==> src/rtl/aurora_lane_striper.sv <==
// Multi-lane transmit striper: packs consecutive user words of a frame round-robin
// across the enabled lanes and presents each completed row to all lanes for one cycle.
module aurora_lane_striper #(
  parameter int unsigned LANES  = 4,
  parameter int unsigned DATA_W = 64,
  parameter int unsigned CNT_W  = 16
) (
  input  logic                    clk,
  input  logic                    rst,
  input  logic                    link_ready,
  input  logic [LANES-1:0]        lane_mask,
  input  logic                    s_axi_valid,
  output logic                    s_axi_ready,
  input  logic                    s_axi_last,
  input  logic [DATA_W-1:0]       s_axi_data,
  output logic [LANES*DATA_W-1:0] lane_data,
  output logic [LANES*2-1:0]      lane_kind,
  output logic [CNT_W-1:0]        frame_count
);

  localparam int unsigned SLOT_W = (LANES > 1) ? $clog2(LANES) : 1;

  localparam logic [1:0] KIND_IDLE  = 2'b00;
  localparam logic [1:0] KIND_DATA  = 2'b01;
  localparam logic [1:0] KIND_LAST  = 2'b10;
  localparam logic [1:0] KIND_ABORT = 2'b11;

  typedef enum logic {S_IDLE, S_FRAME} state_t;

  state_t                         state_q, state_d;
  logic [LANES-1:0]               mask_q, mask_d;
  logic [SLOT_W-1:0]              slot_q, slot_d;
  logic [LANES-1:0][DATA_W-1:0]   rowbuf_data_q, rowbuf_data_d;
  logic [LANES-1:0][1:0]          rowbuf_kind_q, rowbuf_kind_d;
  logic [LANES-1:0][DATA_W-1:0]   out_data_q, out_data_d;
  logic [LANES-1:0][1:0]          out_kind_q, out_kind_d;
  logic [CNT_W-1:0]               count_q, count_d;

  logic [LANES-1:0]               m_eff, m_cur;
  logic [SLOT_W-1:0]              s_cur, nxt_slot;
  logic                           has_nxt, abort_hit, accept;
  logic [LANES-1:0][DATA_W-1:0]   row_data;
  logic [LANES-1:0][1:0]          row_kind;

  function automatic logic [SLOT_W-1:0] low_bit(input logic [LANES-1:0] m);
    logic found;
    found   = 1'b0;
    low_bit = '0;
    for (int unsigned i = 0; i < LANES; i++) begin
      if (!found && m[i]) begin
        low_bit = SLOT_W'(i);
        found   = 1'b1;
      end
    end
  endfunction

  function automatic logic [SLOT_W-1:0] high_bit(input logic [LANES-1:0] m);
    high_bit = '0;
    for (int unsigned i = 0; i < LANES; i++) begin
      if (m[i]) high_bit = SLOT_W'(i);
    end
  endfunction

  assign s_axi_ready = link_ready && !rst;
  assign accept      = s_axi_valid && s_axi_ready;
  assign m_eff       = (lane_mask == '0) ? LANES'(1) : lane_mask;
  assign lane_data   = out_data_q;
  assign lane_kind   = out_kind_q;
  assign frame_count = count_q;

  always_comb begin
    state_d       = state_q;
    mask_d        = mask_q;
    slot_d        = slot_q;
    rowbuf_data_d = rowbuf_data_q;
    rowbuf_kind_d = rowbuf_kind_q;
    out_data_d    = '0;
    out_kind_d    = '0;
    count_d       = count_q;

    // Frame start takes the live mask; mid-frame the latched one governs.
    m_cur = (state_q == S_FRAME) ? mask_q : m_eff;
    s_cur = (state_q == S_FRAME) ? slot_q : low_bit(m_eff);

    row_data        = rowbuf_data_q;
    row_kind        = rowbuf_kind_q;
    row_data[s_cur] = s_axi_data;
    row_kind[s_cur] = s_axi_last ? KIND_LAST : KIND_DATA;

    has_nxt  = 1'b0;
    nxt_slot = s_cur;
    for (int unsigned i = 0; i < LANES; i++) begin
      if (!has_nxt && m_cur[i] && (SLOT_W'(i) > s_cur)) begin
        has_nxt  = 1'b1;
        nxt_slot = SLOT_W'(i);
      end
    end

    abort_hit = 1'b0;
    if (state_q == S_FRAME && !link_ready) begin
      out_data_d = rowbuf_data_q;
      out_kind_d = rowbuf_kind_q;
      for (int unsigned i = 0; i < LANES; i++) begin
        if (!abort_hit && mask_q[i] && rowbuf_kind_q[i] == KIND_IDLE) begin
          out_kind_d[i] = KIND_ABORT;
          abort_hit     = 1'b1;
        end
      end
      if (!abort_hit) out_kind_d[high_bit(mask_q)] = KIND_ABORT;
      rowbuf_data_d = '0;
      rowbuf_kind_d = '0;
      slot_d        = low_bit(mask_q);
      state_d       = S_IDLE;
    end else if (accept) begin
      mask_d = m_cur;
      if (!has_nxt || s_axi_last) begin
        out_data_d    = row_data;
        out_kind_d    = row_kind;
        rowbuf_data_d = '0;
        rowbuf_kind_d = '0;
        slot_d        = low_bit(m_cur);
      end else begin
        rowbuf_data_d = row_data;
        rowbuf_kind_d = row_kind;
        slot_d        = nxt_slot;
      end
      if (s_axi_last) begin
        state_d = S_IDLE;
        count_d = count_q + CNT_W'(1);
      end else begin
        state_d = S_FRAME;
      end
    end
  end

  always_ff @(posedge clk) begin
    if (rst) begin
      state_q       <= S_IDLE;
      mask_q        <= LANES'(1);
      slot_q        <= '0;
      rowbuf_data_q <= '0;
      rowbuf_kind_q <= '0;
      out_data_q    <= '0;
      out_kind_q    <= '0;
      count_q       <= '0;
    end else begin
      state_q       <= state_d;
      mask_q        <= mask_d;
      slot_q        <= slot_d;
      rowbuf_data_q <= rowbuf_data_d;
      rowbuf_kind_q <= rowbuf_kind_d;
      out_data_q    <= out_data_d;
      out_kind_q    <= out_kind_d;
      count_q       <= count_d;
    end
  end

endmodule

==> config.mk <==
export PLATFORM = sky130hd
export DESIGN_NAME = aurora_lane_striper
export DESIGN_NICKNAME = d
export VERILOG_FILES = /design/src/rtl/aurora_lane_striper.sv
export SDC_FILE = /design/constraint.sdc
export NUM_CORES = 1
export LEC_CHECK = 0
export BUFFER_PORTS_ARGS = -buffer_cell sky130_fd_sc_hd__buf_2
export CAP_MARGIN = 15
export CORE_UTILIZATION = 35
export CTS_BUF_LIST = sky130_fd_sc_hd__clkbuf_4 sky130_fd_sc_hd__clkbuf_8
export CTS_CLUSTER_SIZE = 30
export DETAILED_ROUTE_END_ITERATION = 12
export GPL_ROUTABILITY_DRIVEN = 0
export MAX_ROUTING_LAYER = met4
export PLACE_DENSITY = 0.54
export SETUP_SLACK_MARGIN = 0.4
export SLEW_MARGIN = 20
export SYNTH_ARGS = -nofsm -noshare
export SYNTH_HDL_FRONTEND = slang
export SYNTH_SLANG_ARGS = --single-unit
==> constraint.sdc <==
create_clock -name clk -period 2.5 [get_ports clk]
set_input_delay 0.5 -clock clk [delete_from_list [all_inputs] [get_ports clk]]
set_output_delay 0.5 -clock clk [all_outputs]
set_load 0.02 [all_outputs]
==> results of run 1 <==
[what timing repair did]
action | CTS | global route
setup endpoints to repair | 526 | 509
pin swaps | 11 | 35
setup buffers | 38 | 23
gates cloned | 23 | 54
gates resized for setup | 80 | 65
[worst reg2reg max path: cells and delay by family (launching register included)]
kind            cells  cell delay [ns]
simple gates        1             0.43
buf+inv             5             0.80
flops               1             0.36
compound gates      3             0.64
[logic make-up after synthesis]
logic type                 synth area share (%)
xor gates and xnor gates                  0.575
buffers and inverters                      4.19
and+or+nand+nor                            5.41
DFF                                        60.4
adders and majority gates                0.0685
muxes                                     0.164
AOI/OAI and AO/OA                          29.2
[routing by layer]
metal	global-route usage, %	vias to the layer above	wire length (um)
li1	-	6944	-
met1	31.6	7916	32800
met2	36.4	704	33100
met3	4.34	91	4710
met4	8.61	0	1700
met5	-	-	0
[power groups by stage]
stage	clock network (uW)	logic, uW	registers (uW)
2_1_floorplan	0	531	9190
3_3_place_gp	0	1160	9140
3_5_place_dp	0	1170	9150
4_1_cts	8640	1400	8960
5_1_grt	9060	1750	8970
6_report	8480	1690	8960
[cell type report]
| cell class | count | area, um^2 | share of cell area [%] |
|---|---|---|---|
| Clock inverter | 23 | 268 | 1.01 |
| Clock buffer | 135 | 1680 | 6.38 |
| Sequential cell | 551 | 11000 | 41.8 |
| Antenna cell | 2 | 5.00 | 0.0190 |
| Tap cell | 680 | 851 | 3.22 |
| Multi-Input combinational cell | 771 | 6810 | 25.8 |
| Inverter | 7 | 26.3 | 0.0996 |
| Timing Repair Buffer | 576 | 5710 | 21.6 |
[how the worst max path moves through the flow]
| stage | to | slack, ns | start |
|---|---|---|---|
| finish | rowbuf_data_q[169]$_SDFFE_PP0P_ | 0.23 | state_q$_SDFFE_PP0P_ |
| detailed placement | rowbuf_data_q[29]$_SDFFE_PP0P_ | -0.08 | lane_mask[2] |
| CTS | rowbuf_data_q[108]$_SDFFE_PP0P_ | 0.24 | state_q$_SDFFE_PP0P_ |
| global placement | lane_data[103]$_SDFF_PP0_ | -0.05 | lane_mask[2] |
| global route | rowbuf_data_q[174]$_SDFFE_PP0P_ | 0.16 | state_q$_SDFFE_PP0P_ |
| floorplan | lane_data[10]$_SDFF_PP0_ | 0.21 | lane_mask[1] |
[stage by stage]
stage	setup TNS (ns)	std cells	hold slack (ns)	setup slack, ns	total power [uW]
after floorplan	0	1487	0.434	0.207	9720
after global placement	-2.06	2447	0.443	-0.0475	10300
after detailed placement	-5.16	2447	0.445	-0.0763	10300
after CTS	0	2666	0.0557	0.242	19000
after global routing	0	2745	0.0945	0.162	19800
final	0	2745	0.112	0.228	19100
[registers in the layout, summed over array words and instances, names as in the netlist]
register,flops
lane_data,256
rowbuf_data_q,256
slot_q,2
rowbuf_kind_q,8
mask_q,4
frame_count,16
lane_kind,8
state_q,1
[layout by cell type, fill, tap and decap left out, types with 13 or more instances in the layout]
master and count:
a22o_1 320, nor2_1 24, dfxtp_1 548, buf_16 33
a32o_1 64, and3_1 67, buf_2 353, buf_8 14
buf_4 55, buf_6 22, o2111a_1 64, clkbuf_16 37
o21ai_0 13, clkbuf_8 107, clkbuf_4 28, buf_12 62
nand2_1 18, a221o_1 68
==> results.toml, run 1 <==
[min_path]
whs_endpoint = "lane_data[130]$_SDFF_PP0_"
holdCritPathClass = "in -> reg"
hold_depth = 2
worstHoldStart = "s_axi_data[2]"

[timing]
worst_pin_slew_ns = 0.584
finalHoldViolations = 0
rsz0062_at_grt = "yes"
period_minus_slack_ns = 2.27
maxSlewHeadroom_pct = 61.1
setup_viol = 0
maxSlewViolCount = 0
fin_skew_ns = 0.0293
fmaxAchievable_mhz = 440
finalCritPeriodShare_pct = 90.9

[critical_path]
worstPathCellList = "buf_6 -> o221a_1 -> or3_4 -> buf_6 -> a211oi_4 -> buf_6 -> buf_12 -> clkbuf_16 -> a22o_1"
reg2reg_depth = 9
slowest_delay_ns = 0.43
crit_path_start_kind = "flop"
r2r-start = "state_q$_SDFFE_PP0P_"
crit_path_end_kind = "flop"
worst-path-max-fanout = 8
critPathMostFrequentCell = "buf_6"
cp_num_cells = 9
arrival_ns = 2.88
crit_buf_inv = 5
crit_slowest_cell = "or3_4"
r2r_end = "rowbuf_data_q[169]$_SDFFE_PP0P_"
required_ns = 3.11
crit_family = "buffers and inverters"
reg2reg_slack_ns = 0.23
crit_type = "reg -> reg"

[grt]
antenna_found_initial = 3
grt_max_degree = 78
grt_pass1_wl_mm = 93.6
grt_usage_pct = 23.9
grt_overflow = 0
grt_pass1_vias = 14600

[final_layout]
final.fill_count = 4495
fin_util_pct = 51.3
drive_above_1_share_pct = 38.1
area_growth_pct = 44.4
nets = 2072
fin_area_mm2 = 0.0264

[place]
port_buffers = 353
hpwl_mm = 36.0
postPlaceCellArea_mm2 = 0.0213

[clocking]
numCtsBuffers = 91
clock_path_buffers = 3
cts_tree = "built"
htree_num_levels = 3
clk_latency_ns = 0.69
path_clk_slew_ns = 0.06
cts_sinks = 551
cts-root-buf = "clkbuf_8"
ctsHoldBuffers = 0

[yosys]
post-synth-top-count-cell = "dfxtp_1"
yosysSeqAreaShare_pct = 60.4
synth-edff-count = 0
synth_area_leaders = "dfxtp_1 (60%), a22o_1 (15%), o2111a_1 (3.9%), a221o_1 (3.7%), a32o_1 (3.5%)"
yosys.area.top_type = "dfxtp_1"
ys_async_sr_fraction_pct = 0
synthFlopType = "dfxtp_1"
syn-num-nets = 1561
ys_ff_latch = 551
syn_inst = 1487
yosys_warnings = 0
netlist_area_mm2 = 0.0183
syn_avg_cell_area_um2 = 12.3
ys_types = 60
ys_top_cells_by_count = "dfxtp_1 (551), a22o_1 (320), clkbuf_1 (99), and3_1 (69), a221o_1 (68)"
netlist.area_leader.share_pct = 60.4

[power_and_ir_drop]
vdd_drop_max_mv = 0.371
powerDensity_mw_per_mm2 = 725
power_switching_uw = 4730
intPower_uw = 14400
power_frac_clock_pct = 44.3
switching_share_pct = 24.7
seqPwrFrac_pct = 46.8
power_frac_comb_pct = 8.8
p_leak_uw = 0.0118

[routing]
viasPerCell = 5.70
wire_per_inst_um = 26.3
first_pass_iters = 5
ant_nets = 0
totalWireLength_mm = 72.3
drt_iter0_drc = 1417
dr_total_vias = 15700
drc = 0

[floorplan]
rows = 83
die_w_um = 231
dieArea_mm2 = 0.0531
start_util_pct = 35.6
die_height_um = 231
pin_count = 354
core_area_mm2 = 0.0514

[job]
maxCapViolations = 0

[outcome]
status = "finished, final reports clean"
Power figures use the tool's default switching activity.
==> inputs of run 2 (changes only) <==
--- a/config.mk
+++ b/config.mk
@@ -5,6 +5,7 @@
 export SDC_FILE = /design/constraint.sdc
 export NUM_CORES = 1
 export LEC_CHECK = 0
+export ABC_AREA = 1
 export BUFFER_PORTS_ARGS = -buffer_cell sky130_fd_sc_hd__buf_2
 export CAP_MARGIN = 15
 export CORE_UTILIZATION = 35
@@ -13,7 +14,7 @@
 export DETAILED_ROUTE_END_ITERATION = 12
 export GPL_ROUTABILITY_DRIVEN = 0
 export MAX_ROUTING_LAYER = met4
-export PLACE_DENSITY = 0.54
+export PLACE_DENSITY = 0.52
 export SETUP_SLACK_MARGIN = 0.4
 export SLEW_MARGIN = 20
 export SYNTH_ARGS = -nofsm -noshare
==> run 2 against run 1 <==
  * Power is 11% higher
  * Critical endpoint is now rowbuf_data_q[37]$_SDFFE_PP0P_
  * Worst hold slack gained 0.12 ns
  * Non-clock buffer count decreased by 68
  * Clock power grew 10%
  * First-iteration DRC count rose by 61%
  * Cell count increased by 89%
==> results.toml, run 2 <==
[yosys]
yosys_warnings = 0
syn_inst = 3829
ys_async_sr_fraction_pct = 0
yosysSeqAreaShare_pct = 44.6
syn-num-nets = 3903
synth-edff-count = 0
ys_types = 33
yosys.area.top_type = "dfxtp_1"
netlist_area_mm2 = 0.0247
netlist.area_leader.share_pct = 44.6
synthFlopType = "dfxtp_1"
synth_area_leaders = "dfxtp_1 (45%), nand2_1 (17%), nor2_1 (14%), a21oi_1 (8.6%), inv_1 (3.4%)"
ys_ff_latch = 551
post-synth-top-count-cell = "nand2_1"
syn_avg_cell_area_um2 = 6.45
ys_top_cells_by_count = "nand2_1 (1112), nor2_1 (920), dfxtp_1 (551), a21oi_1 (426), inv_1 (226)"

[power_and_ir_drop]
vdd_drop_max_mv = 0.325
power_frac_clock_pct = 44.1
p_leak_uw = 0.0139
power_switching_uw = 5920
power_frac_comb_pct = 13.8
switching_share_pct = 27.9
intPower_uw = 15300
powerDensity_mw_per_mm2 = 662
seqPwrFrac_pct = 42.1

[clocking]
path_clk_slew_ns = 0.06
cts_sinks = 551
cts-root-buf = "clkbuf_8"
cts_tree = "built"
clock_path_buffers = 3
ctsHoldBuffers = 0
htree_num_levels = 3
clk_latency_ns = 0.71
numCtsBuffers = 101

[final_layout]
fin_util_pct = 45.8
drive_above_1_share_pct = 20.5
area_growth_pct = 29.6
final.fill_count = 7342
nets = 4252
final_cell_mix = "nand2_1 (1093), nor2_1 (887), dfxtp_1 (550)"
layout_commonest_cell = "nand2_1"

[job]
maxCapViolations = 0

[floorplan]
die_w_um = 268
dieArea_mm2 = 0.0717
pin_count = 354
rows = 97
start_util_pct = 35.3
core_area_mm2 = 0.0699
die_height_um = 268

[critical_path]
arrival_ns = 2.76
crit_family = "simple AND/OR/NAND/NOR gates"
slowest_delay_ns = 0.39
critPathMostFrequentCell = "nor2_1"
crit_type = "reg -> reg"
worstPathCellList = "buf_6 -> nor2_4 -> nand3_2 -> nand2_4 -> buf_6 -> nor2_4 -> buf_12 -> buf_16 -> nor2_1 -> nor2_1 -> nand2_1 -> nor2_1 -> nor2_1 -> nor2_1"
crit_path_end_kind = "flop"
crit_path_start_kind = "flop"
worst-path-max-fanout = 20
required_ns = 3.14
crit_buf_inv = 4
crit_slowest_cell = "dfxtp_4"

[timing]
finalCritPeriodShare_pct = 84.9
fin_skew_ns = 0.0186
fmaxAchievable_mhz = 471
maxSlewViolCount = 0
maxSlewHeadroom_pct = 51.1
finalHoldViolations = 0
period_minus_slack_ns = 2.12
setup_viol = 0
worst_pin_slew_ns = 0.733
rsz0062_at_grt = "yes"
setup_tns_ns = 0
hold_slack_ns = 0.235

[place]
hpwl_mm = 53.1
port_buffers = 353

[grt]
grt_usage_pct = 23.5
grt_max_degree = 115
grt_pass1_wl_mm = 128
antenna_found_initial = 2
grt_overflow = 0
grt_pass1_vias = 21800

[routing]
dr_total_vias = 25200
ant_nets = 0
wire_per_inst_um = 17.3
first_pass_iters = 6
drt_iter0_drc = 2287
drc = 0
totalWireLength_mm = 90.1
viasPerCell = 4.85

[min_path]
holdCritPathClass = "in -> reg"

[outcome]
status = "finished, final reports clean"
[run 2: cell count changes after synthesis, moves of 45 or more]
| cell | before | now |
|---|---|---|
| o2111a_1 | 64 | 0 |
| inv_1 | 6 | 226 |
| nand3_1 | 7 | 135 |
| a22o_1 | 320 | 0 |
| a32o_1 | 64 | 0 |
| buf_2 | 36 | 81 |
| a221o_1 | 68 | 0 |
| a21oi_1 | 11 | 426 |
| o21ai_0 | 13 | 104 |
| o21ai_1 | 0 | 45 |
| nor2_1 | 26 | 920 |
| and3_1 | 69 | 3 |
| nand2_1 | 21 | 1112 |
[run 2: power by group through the flow]
stage	Clock [uW]	Sequential, uW	Combinational [uW]
6_report	9340	8940	2920
5_1_grt	10000	8940	3120
4_1_cts	9590	8930	2310
3_5_place_dp	0	9130	2200
3_3_place_gp	0	9130	2210
2_1_floorplan	0	9150	1320
[run 2: tightest hold or removal path: cells and delay by family]
kind / cells / cell delay (ns)
AO/OA/AOI/OAI: 1 / 0.05
AND/OR/NAND/NOR: 3 / 0.21
buffers and inverters: 1 / 0.12
[run 2: area by class of cell]
cell class                      instances  area, um^2  share of cell area [%]
Inverter                              231         905                    2.83
Clock buffer                          169        2140                    6.68
Multi-Input combinational cell       2784       12200                    38.3
Tap cell                              940        1180                    3.67
Timing Repair Buffer                  508        4420                    13.8
Sequential cell                       551       11000                    34.5
Timing Repair inverter                  1        16.3                  0.0508
Clock inverter                         12        72.6                   0.227
Antenna cell                            3        7.51                  0.0235
[run 2: worst paths after layout]
kind / to / slack [ns] / startpoint / cells past startpoint
hold / removal: lane_data[201]$_SDFF_PP0_ / 0.24 / s_axi_data[9] / 5
setup / recovery: rowbuf_data_q[37]$_SDFFE_PP0P_ / 0.38 / state_q$_SDFFE_PP0P_ / 14
setup reg to reg: rowbuf_data_q[37]$_SDFFE_PP0P_ / 0.38 / state_q$_SDFFE_PP0P_ / 14
hold reg to reg: lane_data[30]$_SDFF_PP0_ / 0.47 / rowbuf_data_q[30]$_SDFFE_PP0P_ / 2
[run 2: cells by family (layout without fill, tap and decap cells)]
group	Yosys count	count (layout)	share of synthesized area [%]
AO/OA/AOI/OAI	585	585	11.9
XOR/XNOR	2	2	0.0709
adder cells (fa/ha/maj)	1	1	0.0506
buffers and inverters	495	921	8.95
flip-flops	551	551	44.6
other	0	3	0
AND/OR/NAND/NOR	2195	2196	34.3
[run 2: timing repair]
| action | 4_1_cts | 5_1_grt |
|---|---|---|
| pin swaps | 7 | 76 |
| buffers inserted | 7 | 23 |
| gates resized for setup | 22 | 224 |
| setup endpoints to repair | 474 | 426 |
| gates cloned | 5 | 35 |
[run 2: layer usage]
layer | track usage, % | vias to the layer above | part of all wire, %
met4 | 6.86 | 0 | 2.0
met3 | 3.36 | 123 | 6.5
met1 | 34.8 | 11700 | 48
li1 | - | 12600 | -
met5 | - | - | 0
met2 | 32.7 | 825 | 43
[run 2: metrics by stage]
stage / total power [uW] / cell area (um^2) / instances / setup WS, ns
4_1_cts: 20800 / 30100 / 5138 / 0.404
3_5_place_dp: 11300 / 27700 / 4945 / 0.110
2_1_floorplan: 10500 / 24700 / 3829 / 0.701
5_1_grt: 22100 / 32000 / 5198 / 0.262
6_report: 21200 / 32000 / 5199 / 0.377
3_3_place_gp: 11300 / 27700 / 4945 / 0.142
